## src/rtl/io_pkg.sv

```systemverilog
// Shared definitions for the board I/O ports: data width, debounce FSM states
// and the default debounce length used by switch (and future button) inputs.
package io_pkg;

    localparam int unsigned SW_WIDTH                = 8;
    localparam int unsigned DEFAULT_DEBOUNCE_CYCLES = 16;

    typedef enum logic {
        IDLE  = 1'b0,
        COUNT = 1'b1
    } debounce_state_t;

endpackage

```

## src/rtl/sync2_ff.sv

```systemverilog
// Generic two-flop synchroniser for asynchronous level inputs, with
// asynchronous active-high reset to zero.
module sync2_ff #(
    parameter int unsigned WIDTH = 8
) (
    input  logic             clk,
    input  logic             rst,
    input  logic [WIDTH-1:0] d,
    output logic [WIDTH-1:0] q
);

    logic [WIDTH-1:0] meta;

    always_ff @(posedge clk or posedge rst) begin
        if (rst) begin
            meta <= '0;
            q    <= '0;
        end else begin
            meta <= d;
            q    <= meta;
        end
    end

endmodule

```

## src/rtl/switch_input_port.sv

```systemverilog
// Debounced 8-bit switch read port with sticky change flag cleared on read.
// Optional SWITCH_INPUT_PORT_RISE_CAPTURE_EN adds sticky per-bit rise flags.
module switch_input_port
    import io_pkg::*;
#(
    parameter int unsigned DEBOUNCE_CYCLES = DEFAULT_DEBOUNCE_CYCLES,
    parameter int unsigned CNT_W           = $clog2(DEBOUNCE_CYCLES) + 1
) (
    input  logic                clk,
    input  logic                rst,
    input  logic [SW_WIDTH-1:0] sw_in,
    input  logic                rd_en,
    output logic [SW_WIDTH-1:0] rd_data,
    output logic [SW_WIDTH-1:0] stable,
    output logic                changed
`ifdef SWITCH_INPUT_PORT_RISE_CAPTURE_EN
    ,
    output logic [SW_WIDTH-1:0] rise_flags
`endif
);

    localparam logic [CNT_W-1:0] CNT_LAST = CNT_W'(DEBOUNCE_CYCLES - 1);

    logic [SW_WIDTH-1:0] sync_q;
    logic [SW_WIDTH-1:0] candidate, candidate_n;
    logic [CNT_W-1:0]    counter, counter_n;
    logic [SW_WIDTH-1:0] stable_n;
    logic [SW_WIDTH-1:0] rd_data_n;
    logic                changed_n;
    logic                accept;
    debounce_state_t     state, state_n;

    sync2_ff #(
        .WIDTH(SW_WIDTH)
    ) u_sync (
        .clk(clk),
        .rst(rst),
        .d  (sw_in),
        .q  (sync_q)
    );

    always_ff @(posedge clk or posedge rst) begin
        if (rst) begin
            state     <= IDLE;
            candidate <= '0;
            counter   <= '0;
            stable    <= '0;
            rd_data   <= '0;
            changed   <= 1'b0;
        end else begin
            state     <= state_n;
            candidate <= candidate_n;
            counter   <= counter_n;
            stable    <= stable_n;
            rd_data   <= rd_data_n;
            changed   <= changed_n;
        end
    end

    always_comb begin
        state_n     = state;
        candidate_n = candidate;
        counter_n   = counter;
        stable_n    = stable;
        accept      = 1'b0;
        unique case (state)
            IDLE: begin
                if (sync_q != stable) begin
                    candidate_n = sync_q;
                    counter_n   = '0;
                    state_n     = COUNT;
                end
            end
            COUNT: begin
                if (sync_q != candidate) begin
                    candidate_n = sync_q;
                    counter_n   = '0;
                end else if (counter != CNT_LAST) begin
                    counter_n = counter + CNT_W'(1);
                end else begin
                    accept   = 1'b1;
                    stable_n = candidate;
                    state_n  = IDLE;
                end
            end
            default: state_n = IDLE;
        endcase
    end

    // Read captures the pre-edge stable value; a same-edge update re-sets the flag.
    always_comb begin
        rd_data_n = rd_en ? stable : rd_data;
        changed_n = rd_en ? 1'b0 : changed;
        if (accept && (candidate != stable))
            changed_n = 1'b1;
    end

`ifdef SWITCH_INPUT_PORT_RISE_CAPTURE_EN
    logic [SW_WIDTH-1:0] rise_n;

    always_comb begin
        rise_n = rd_en ? '0 : rise_flags;
        if (accept)
            rise_n = rise_n | (candidate & ~stable);
    end

    always_ff @(posedge clk or posedge rst) begin
        if (rst)
            rise_flags <= '0;
        else
            rise_flags <= rise_n;
    end
`endif

endmodule

```

## config.mk

```make
export PLATFORM = sky130hd
export DESIGN_NAME = switch_input_port
export DESIGN_NICKNAME = d
export VERILOG_FILES = /design/src/rtl/io_pkg.sv /design/src/rtl/sync2_ff.sv /design/src/rtl/switch_input_port.sv
export SDC_FILE = /design/constraint.sdc
export NUM_CORES = 1
export LEC_CHECK = 0
export CAP_MARGIN = 20
export CORE_MARGIN = 2
export CORE_UTILIZATION = 36
export DETAILED_ROUTE_END_ITERATION = 7
export SLEW_MARGIN = 20
export SYNTH_ARGS = -nofsm -noshare
export SYNTH_HDL_FRONTEND = slang
export SYNTH_HIERARCHICAL = 1
export SYNTH_SLANG_ARGS = --single-unit
```

## constraint.sdc

```tcl
create_clock -name clk -period 2.7 [get_ports clk]
set_clock_uncertainty 0.1 [all_clocks]
set_input_delay 0.405 -clock clk [delete_from_list [all_inputs] [get_ports clk]]
set_output_delay 0.405 -clock clk [all_outputs]
set_load 0.02 [all_outputs]
```

After elaboration in Yosys (flattened, before gate mapping):

Cells that the tools add are included.

* word-level logic and storage cells: 40
* register bits after elaboration: 47
* bits of input ports: 11
* output and inout bits: 17

* equality and inequality tests: 7
* bitwise operators: 3
* $add $sub $neg: 1
* reduce and logical (&&, ||, !) cells: 5
* muxes and demuxes: 16

Operators with widths (number)
* 8-bit inequality test: 3
* 8-bit two-way mux: 2
* 8-bit case mux with 2 select lines: 1
* 5-bit two-way mux: 3
* 5-bit case mux with 2 select lines: 1
* 1-bit two-way mux: 8
* 5-bit by 1-bit adder with 5-bit output, second input constant: 1
* 5-bit by 4-bit inequality test with 1-bit output, second input constant: 1
* 2-bit AND reduction: 2
* 3-bit by 1-bit inequality test with 1-bit output, second input constant: 1
* 1-bit inverter: 3
* 3-bit AND reduction: 1
* 2-bit by 1-bit inequality test with 1-bit output, second input constant: 1
* 2-bit inequality test, second input constant: 1
* 1-bit case mux with 2 select lines: 1
* 2-bit nonzero test: 1
* 1-bit logical AND: 1

Logic depth before layout (Yosys ltp):

Gate-level depths: netlist (run 1).

* word-level depth: 6
* gate-level depth with buffers: 8
* depth with buffers taken out: 8

Hierarchy:

The synthesis (run 1) kept the hierarchy.

Modules (own cells, without submodules)
* switch_input_port: sequential area each 775.7 um2, instances 1, area an instance 1539.0 um2, cells an instance 120
* sync2_ff: sequential area each 400.4 um2, instances 1, area an instance 404.1 um2, cells an instance 17

Least setup slack after synthesis (run 1):

No wires, ideal clock.

* kind: reg-to-reg
* start point: register counter[0]
* end point: register stable[0]
* clock period less this slack: 2.055 ns
* data required time: 2.475 ns
* slack: 0.645 ns
* buffers on the path: 1
* stages on the path, launching flop included: 8
* data arrival time: 1.830 ns
* library setup time: 0.125 ns
* cells stage by stage: dfrtp_1 -> ha_1 -> and3_1 -> ha_1 -> inv_1 -> or4_1 -> buf_6 -> mux2_4

* cells in the longest elaborated chain, start to end: 3

RTL lines
* from (decl): line switch_input_port.sv:26 `logic [CNT_W-1:0] counter, counter_n;`
* from (signal assigned): line switch_input_port.sv:53 `counter <= counter_n;`
* 5-bit by 4-bit inequality test with 1-bit output: line switch_input_port.sv:78 `end else if (counter != CNT_LAST) begin`
* 1-bit inverter (no line)
* 3-bit AND reduction (no line)
* to (signal assigned): line switch_input_port.sv:54 `stable <= stable_n;`
* to (decl): line switch_input_port.sv:14 `output logic [SW_WIDTH-1:0] stable,`

No other way between the ends.
A chain may end at the register's enable or synchronous reset.

Final worst setup path (run 1):

* start point: register counter[0]
* end point: register stable[3]

Same word-level chain as after synthesis.

==> impl_summary.md, run 1 <==
Timing
The final worst hold slack is roughly 0.25 ns. The relative max-transition margin is between 60% and 70%. Setup violations remaining at the end of the flow were counted as 0. The number of max-slew violations in the final report is 0. The clock period minus worst slack is 2.36 ns. The hold violation count in the final report came to 0. In the finished design, the share of the clock period the worst path needs comes to about 88%. In the final timing run, aggregate negative setup slack is 0 ns. Setup repair after global routing left no endpoint under its margin. The fmax is 423 MHz. The slew at the pin closest to its max-slew limit is around 0.57 ns.

Finish
The filler cells instantiated in the layout total around 460. The area growth from synthesis to layout is 23.0%. With fillers left out, the area of the finished cells amounts to between 2000 and 2500 sq um.

The multi-input logic area is about 730 sq um. The share of final-layout standard cells stronger than drive strength 1 is approximately a fifth. The final layout contains roughly 180 nets.

The flip-flop and latch area is between 1000 and 1500 sq um. The number of antenna diodes in the final layout is 0.

Placement
The number of buffer cells added on primary ports is 27. Routability-driven placement finished with a final weighted congestion of ~0.7. The wire-length estimate of the detail-placed layout is 2.37 mm. The placement-stage cell area is around 2300 sq um.

Clock network
After clock tree synthesis, the setup repair step added 0 buffers. After clock tree synthesis, the clock-pin slew on the worst setup and hold paths is roughly 0.080 ns. Counting along the longest clock path gives a buffer depth of 2. The maximum level of the CTS H-tree is 2.

At the later pin of the worst-skew pair, clock insertion delay measures 0.30 ns. In this run, post-CTS repair resized a total of 0 instances. TritonCTS built the clock tree.

The total number of clock tree sinks is 47. The number of buffers created by CTS is 5. The clock tree root buffer cell is sky130_fd_sc_hd__clkbuf_8. Buffers inserted to repair hold after CTS numbered 0.

Status
The run finished with clean final reports.

Route
Dividing the detail-routed wire length by the instance count gives about 13 um. Using the TritonRoute via totals, the vias-per-cell ratio works out to between 4 and 5. The remaining antenna violation count is 0. The total via count after detailed routing is around 1.1k. The detailed router finished its first iteration with 35 violations. For this run, design rule violations remaining after detail routing come to 0. The final routed wirelength across all metal layers is between 3 and 4 mm. The number of iterations in the first detailed-routing pass is 3.

Global route
The number of global-route vias before repair is 1,197. Entering global routing, the biggest net connects 32 pins. Global routing finished with a remaining overflow of 0. The global-route total usage across every layer is 11.9%.

The initial antenna violation count is 0. The wire length of the first global-routing pass is 5.42 mm.

Synth
In this run the mean area of a mapped cell was 14.2 sq um. In this run the biggest area consumer among cell types represents about three fifths of the synthesized area. The sequential element share of the synthesized area is between 60 and 70%.

Yosys printed 6 warnings. In the synthesized netlist the dominant register cell turns out to be sky130_fd_sc_hd__dfrtp_1. By area the synthesized netlist is led by sky130_fd_sc_hd__dfrtp_1, sky130_fd_sc_hd__xnor2_1, sky130_fd_sc_hd__mux2_2, sky130_fd_sc_hd__mux2_4, sky130_fd_sc_hd__mux2_1. The share of flip-flops with an asynchronous set or reset after synthesis is 100%.

The post-synthesis cell area is about 1900 sq um. The number of nets in the synthesized netlist is 150. After technology mapping, the gate count stands at 137.

The top cell type by total area after synthesis is sky130_fd_sc_hd__dfrtp_1. In this run, synthesis inferred 0 flip-flops with an integrated enable. The most common cell in the synthesized netlist is sky130_fd_sc_hd__dfrtp_1. The commonest cells after synthesis are sky130_fd_sc_hd__dfrtp_1, sky130_fd_sc_hd__xnor2_1, sky130_fd_sc_hd__mux2_2. The number of synthesized register bits is 47.

The distinct cell type count of the synthesized netlist is 24.

Pwr
The worst supply voltage drop on vdd is about 0.00025 V. In this run the static leakage power is roughly 1.0 nW. For this design the ratio of total power to cell area is a little over 500 nW/um^2.

Worst setup path
The category of the worst setup path launch point is a register. The kind of end point of the critical path is a register. The required time at the worst-slack endpoint is 2.79 ns. In this run the worst path has a maximum fanout of 10. By startpoint and endpoint, the worst setup path is classified as register to register.

Data arrives at the worst endpoint at 2.45 ns.

Floorplan
For this configuration, the core starts out at a cell density of a little under two fifths. The floorplan die area is 6000 sq um. The top-level I/O count is 28.

In this run the core area contains 26 standard-cell rows. The total core area is approximately 5200 sq um. From left edge to right edge, the die measures about 77 um.

The die is about 77 um tall.

Worst hold path
The worst hold path belongs to the class register to register.

Job
The tool flagged a number of max-cap violations equal to 0.
==> sequential cells by signal, indices dropped and copies added (netlist names) <==
name and count:
u_sync/meta 8, counter 5, u_sync/q 8, stable 8, rd_data 8, state 1, changed 1, candidate 8
==> through the flow <==
| step | cells | setup WS [ns] | util (%) | total power, mW |
|---|---|---|---|---|
| after detailed placement | 234 | 0.330 | 44.5 | 0.823 |
| after CTS | 242 | 0.309 | 46.2 | 1.24 |
| after global placement | 234 | 0.403 | 44.5 | 0.820 |
| after floorplan | 137 | 0.645 | - | 0.794 |
| final | 242 | 0.337 | 46.2 | 1.22 |
| after global routing | 242 | 0.208 | 46.2 | 1.27 |
==> layout make-up <==
type / count / area share, %
Multi-Input combinational cell: 81 / 30.4
Clock inverter: 3 / 0.838
Timing Repair Buffer: 29 / 11.9
Clock buffer: 5 / 2.88
Sequential cell: 47 / 49.2
Inverter: 7 / 1.10
Tap cell: 70 / 3.66
==> metal layers <==
layer  track usage [%]  up-vias  wire length (um)
met5                 0        -                 0
met4              5.54        0                63
met3              4.77        6               171
met2              19.0       36              1540
met1              14.0      552              1350
li1                  -      531                 -
==> power breakdown <==
part	switching (mW)	internal [mW]	leakage [nW]
Combinational	0.0301	0.0366	0.413
Clock	0.230	0.180	0.0402
Sequential	0.0177	0.722	0.596
Total	0.278	0.938	1.05
==> placed cells by master, fill, tap and decap left out <==
cell	n
sky130_fd_sc_hd__mux2_1	4
sky130_fd_sc_hd__nor4_4	1
sky130_fd_sc_hd__and2_1	1
sky130_fd_sc_hd__clkdlybuf4s50_1	27
sky130_fd_sc_hd__nand4_1	5
sky130_fd_sc_hd__xor2_1	1
sky130_fd_sc_hd__inv_1	7
sky130_fd_sc_hd__mux2_2	13
sky130_fd_sc_hd__xnor2_1	23
sky130_fd_sc_hd__nand3_1	4
sky130_fd_sc_hd__and3_1	1
sky130_fd_sc_hd__nor2_1	4
sky130_fd_sc_hd__clkbuf_8	5
sky130_fd_sc_hd__nand2b_2	1
sky130_fd_sc_hd__nand2_1	6
sky130_fd_sc_hd__ha_1	2
sky130_fd_sc_hd__buf_4	2
sky130_fd_sc_hd__o21ai_0	1
sky130_fd_sc_hd__o22ai_1	1
sky130_fd_sc_hd__or4_1	1
sky130_fd_sc_hd__clkinvlp_4	2
sky130_fd_sc_hd__nor3_1	1
sky130_fd_sc_hd__dfrtp_1	47
sky130_fd_sc_hd__a22o_1	2
sky130_fd_sc_hd__clkinv_2	1
sky130_fd_sc_hd__nor4_1	1
sky130_fd_sc_hd__mux2_4	8
==> worst max-delay path: stages, from the launching register on <==
cell,delay (ns)
sky130_fd_sc_hd__dfrtp_1,0.38
sky130_fd_sc_hd__ha_1,0.17
sky130_fd_sc_hd__and3_1,0.17
sky130_fd_sc_hd__ha_1,0.16
sky130_fd_sc_hd__inv_1,0.07
sky130_fd_sc_hd__or4_1,0.80
sky130_fd_sc_hd__mux2_4,0.39
==> path summary, 6_finish.rpt <==
| path | startpoint | endpoint | slack, ns | depth (start not counted) |
|---|---|---|---|---|
| setup reg to reg | counter[0]$_DFFE_PP0P_ | stable[3]$_DFFE_PP0P_ | 0.34 | 6 |
| setup / recovery | counter[0]$_DFFE_PP0P_ | stable[3]$_DFFE_PP0P_ | 0.34 | 6 |
| max in group asynchronous | rst | u_sync/q[7]$_DFF_PP0_ | 1.74 | 2 |
| hold reg to reg | u_sync/meta[1]$_DFF_PP0_ | u_sync/q[1]$_DFF_PP0_ | 0.25 | 0 |
| hold / removal | u_sync/meta[1]$_DFF_PP0_ | u_sync/q[1]$_DFF_PP0_ | 0.25 | 0 |
| min in group asynchronous | rst | u_sync/meta[0]$_DFF_PP0_ | 0.38 | 2 |
==> cell families (layout without fill, tap and decap cells) <==
| kind of cell | Yosys count | count (layout) | share of synthesized area [%] |
|---|---|---|---|
| flops | 47 | 47 | 60.5 |
| simple gates | 26 | 26 | 7.73 |
| mux | 25 | 25 | 16.0 |
| xor+xnor | 24 | 24 | 10.8 |
| buf+inv | 9 | 44 | 2.12 |
| compound gates | 4 | 4 | 1.48 |
| fa+ha+maj | 2 | 2 | 1.29 |
Power figures use the tool's default switching activity.
==> run 2: changes to the inputs <==
Settings changed: CORE_MARGIN 2 to not set.
==> run 2 against run 1 <==
Net effect: total power increased by 15%; first-iteration DRC count grew 71%; global-route usage up 1.3 points; clock-buffer cell count rose by 1; combinational power about the same; wire length is 0.67% lower; final area up 1.8%; non-clock buffer count unchanged; sequential cell count did not move; clock power is 43% higher; setup slack got worse by 0.046 ns; largest cell class unchanged.
==> impl_summary.md, run 2 (same netlist as run 1, synthesis figures left out) <==
Global route
The wire length of the first global-routing pass is 5.33 mm (-1.5%). The global-route total usage across every layer is 13.2% (+1.3 points). The initial antenna violation count is 0 (unchanged). The number of global-route vias before repair came to 1,206 (+0.75%). The largest net degree at the start of global routing is 32 (unchanged). The final global-route overflow total is 0 (unchanged).

Timing
The summed negative setup slack over all endpoints came to 0 ns (unchanged). The fmax came to 415 MHz (-1.9%). The hold violation count in the final report is 0 (unchanged). The final worst hold slack is 0.253 ns (-0.00122 ns). The clock period minus worst slack is 2.41 ns (+0.0461 ns). The number of max-slew violations in the final report is 0 (unchanged). The slew at the pin closest to its max-slew limit was 0.565 ns (-0.00810 ns). The share of the clock period used by the worst path came to 89.2% (+1.7 points).

The relative max-transition margin is 62.4% (+0.58 points). Setup repair after global routing left no endpoint under its margin. The number of endpoints failing setup at the final stage is 0 (unchanged). The worst setup margin came to 0.290 ns (-0.0461 ns).

Worst hold path
The path class of the lowest-slack min-delay path is register to register. The number of instances on the worst hold path came to 0 (unchanged).

Floorplan
The vertical extent of the die is 75.5 um (-2.6%). The floorplan row count came to 26 (unchanged). The total core area is 5140 sq um (-0.63%). The die span in x came to 75.5 um (-2.6%). The floorplan die area is 5690 sq um (-5.1%). The starting density of the core is 37.8% (+0.24 points). The top-level I/O count is 28 (unchanged).

Finish
From synthesis to final layout, the design area changed by 25.2%. The final-layout fill cell count is 478 (+4.4%). The flip-flop and latch area is 1180 sq um (unchanged).

The multi-input logic area is 726 sq um (unchanged). The number of nets at the end of the flow is 184 (unchanged). The final non-filler cell total is 242 (unchanged). The summed area of non-filler cells in the final layout is 2430 sq um (+1.8%). The share of final-layout standard cells stronger than drive strength 1 was 18.6% (-0.58 points). The library cell used most frequently in the layout, excluding fill and tap cells, is sky130_fd_sc_hd__dfrtp_1. The library cells used most frequently in the layout, excluding fill and tap cells, are sky130_fd_sc_hd__dfrtp_1, sky130_fd_sc_hd__clkdlybuf4s50_1, sky130_fd_sc_hd__xnor2_1, sky130_fd_sc_hd__mux2_2, sky130_fd_sc_hd__mux2_4. The number of antenna diodes came to 0 (unchanged). The final cell utilization of the core is 47.3% (+1.1 points).

Clock network
The total number of clock tree sinks is 47 (unchanged). The hold buffer count at cts is 0 (unchanged). The maximum level of the CTS H-tree is 2 (unchanged). The post-CTS repair timing setup buffer count is 0 (unchanged). The post-cts repair resize count was 0 (unchanged).

The clock tree root buffer cell is sky130_fd_sc_hd__clkbuf_8. The latest clock arrival within the worst-skew pair is 0.29 ns (about the same). The number of buffers created by CTS was 5 (unchanged). The number of buffers on the longest clock path is 2 (unchanged). TritonCTS built the clock tree.

The clock transition time at the flip-flop clock pins of the worst setup and hold paths came to 0.08 ns (about the same).

Worst setup path
The critical path goes through ha_1, and3_1, ha_1, inv_1, or4_1, mux2_4. The kind of end point of the critical path is a register. The number of logic stages on the critical path including buffering came to 6 (unchanged).

The largest stage delay on the critical path came to 0.82 ns (+0.02 ns). The worst-path maximum fanout is 10 (unchanged). The buffering stage count on the worst path with inverters included came to 1 (unchanged).

The worst setup path is launched from a register. The required time at the worst-slack endpoint is 2.79 ns (about the same). The largest individual stage delay along the critical path comes from the cell sky130_fd_sc_hd__or4_1.

The number of cells on the worst reg-to-reg path was 6 (unchanged). The most numerous cell type found on the critical path is sky130_fd_sc_hd__ha_1. The cell type group with the largest total delay on the critical path is simple AND/OR/NAND/NOR gates. The critical path is of the register to register type.

The signal arrival time at the worst endpoint is 2.50 ns (+0.05 ns).

Route
The number of iterations in the first detailed-routing pass was 4 (+1). The number of DRC markers after the initial detailed-route iteration was 60 (+71%). The final routed wirelength across all metal layers is 3.11 mm (-0.67%). The detailed-routed wire length on met2 is 1.52 mm (-1.4%). The via density per instance is 4.70 (+1.1%).

The highest metal layer carrying signal wires in the routed design is met4. The met3 wirelength from detailed routing came to 164 um (-4.1%). The total via count after detailed routing was 1,137 (+1.1%).

The remaining antenna violation count was 0 (unchanged). The met1 wire length is 1.33 mm (-1.6%). The number of remaining DRC errors is 0 (unchanged).

The final routed wire length divided by cell count is 12.8 um (-0.67%).

Pwr
The ratio of total power to cell area is 573 nW/um^2 (+13%). The clock network power share is 42.2% (+8.5 points). The sum of internal, switching and leakage power was 1.39 mW (+15%).

The cell-internal power came to 1.13 mW (+20%). The power spent charging and discharging nets is 0.266 mW (-4.2%). The proportion of total power due to net switching is 19.1% (-3.8 points).

The combinational share of power is 4.8% (-0.7 points). The standby leakage power is 1.07 nW (+2.4%). The part of the power in registers is 53.0% (-7.8 points). The worst supply voltage drop on vdd is 0.000365 V (+46%).

Status
The flow ran to the end, and the final reports show no timing, DRC or antenna violations.

Job
The number of max-cap violations is 0 (unchanged).

Placement
The half-perimeter wire length after detailed placement is 2.37 mm (+0.32%). The number of buffer cells added on primary ports was 27 (unchanged). The placer congestion estimate is 0.724 (+0.43%).

The placed cell count was 234 (unchanged). The placement-stage cell area is 2300 sq um (unchanged). The worst setup timing slack at the placement stage is 0.311 ns (-0.0183 ns).
==> run 2: final timing paths <==
kind | to | slack [ns] | start
worst max-delay path | stable[1]$_DFFE_PP0P_ | 0.29 | counter[0]$_DFFE_PP0P_
worst min-delay path | u_sync/q[7]$_DFF_PP0_ | 0.25 | u_sync/meta[7]$_DFF_PP0_
worst max register to register | stable[1]$_DFFE_PP0P_ | 0.29 | counter[0]$_DFFE_PP0P_
worst min register to register | u_sync/q[7]$_DFF_PP0_ | 0.25 | u_sync/meta[7]$_DFF_PP0_
max in group asynchronous | u_sync/q[4]$_DFF_PP0_ | 1.76 | rst
min in group asynchronous | u_sync/q[3]$_DFF_PP0_ | 0.38 | rst
==> run 2: per-layer routing <==
metal,vias to the layer above,track usage (%)
met5,-,0
met4,0,7.41
met3,10,4.50
met2,35,21.6
met1,558,15.1
li1,534,-
==> run 2: power by group through the flow <==
stage | Combinational, mW | Sequential [mW] | Clock, mW
after detailed placement | 0.0687 | 0.754 | 0
after floorplan | 0.0445 | 0.749 | 0
final | 0.0667 | 0.739 | 0.588
after global placement | 0.0672 | 0.753 | 0
after global routing | 0.0760 | 0.742 | 0.637
after CTS | 0.0690 | 0.739 | 0.604
==> run 2: area by class of cell <==
class | instances | share of cell area, %
clock inverter | 2 | 2.47
sequential | 47 | 48.3
timing repair buffer | 29 | 11.7
multi-input combinational | 81 | 29.8
inverter | 7 | 1.08
clock buffer | 6 | 2.98
tap | 70 | 3.60
==> run 3: changes to the inputs <==
Settings changed: ABC_CLOCK_PERIOD_IN_PS set to 2700.
==> results of run 3 <==
Final layout, timing and power as in run 2 (identical DEF).
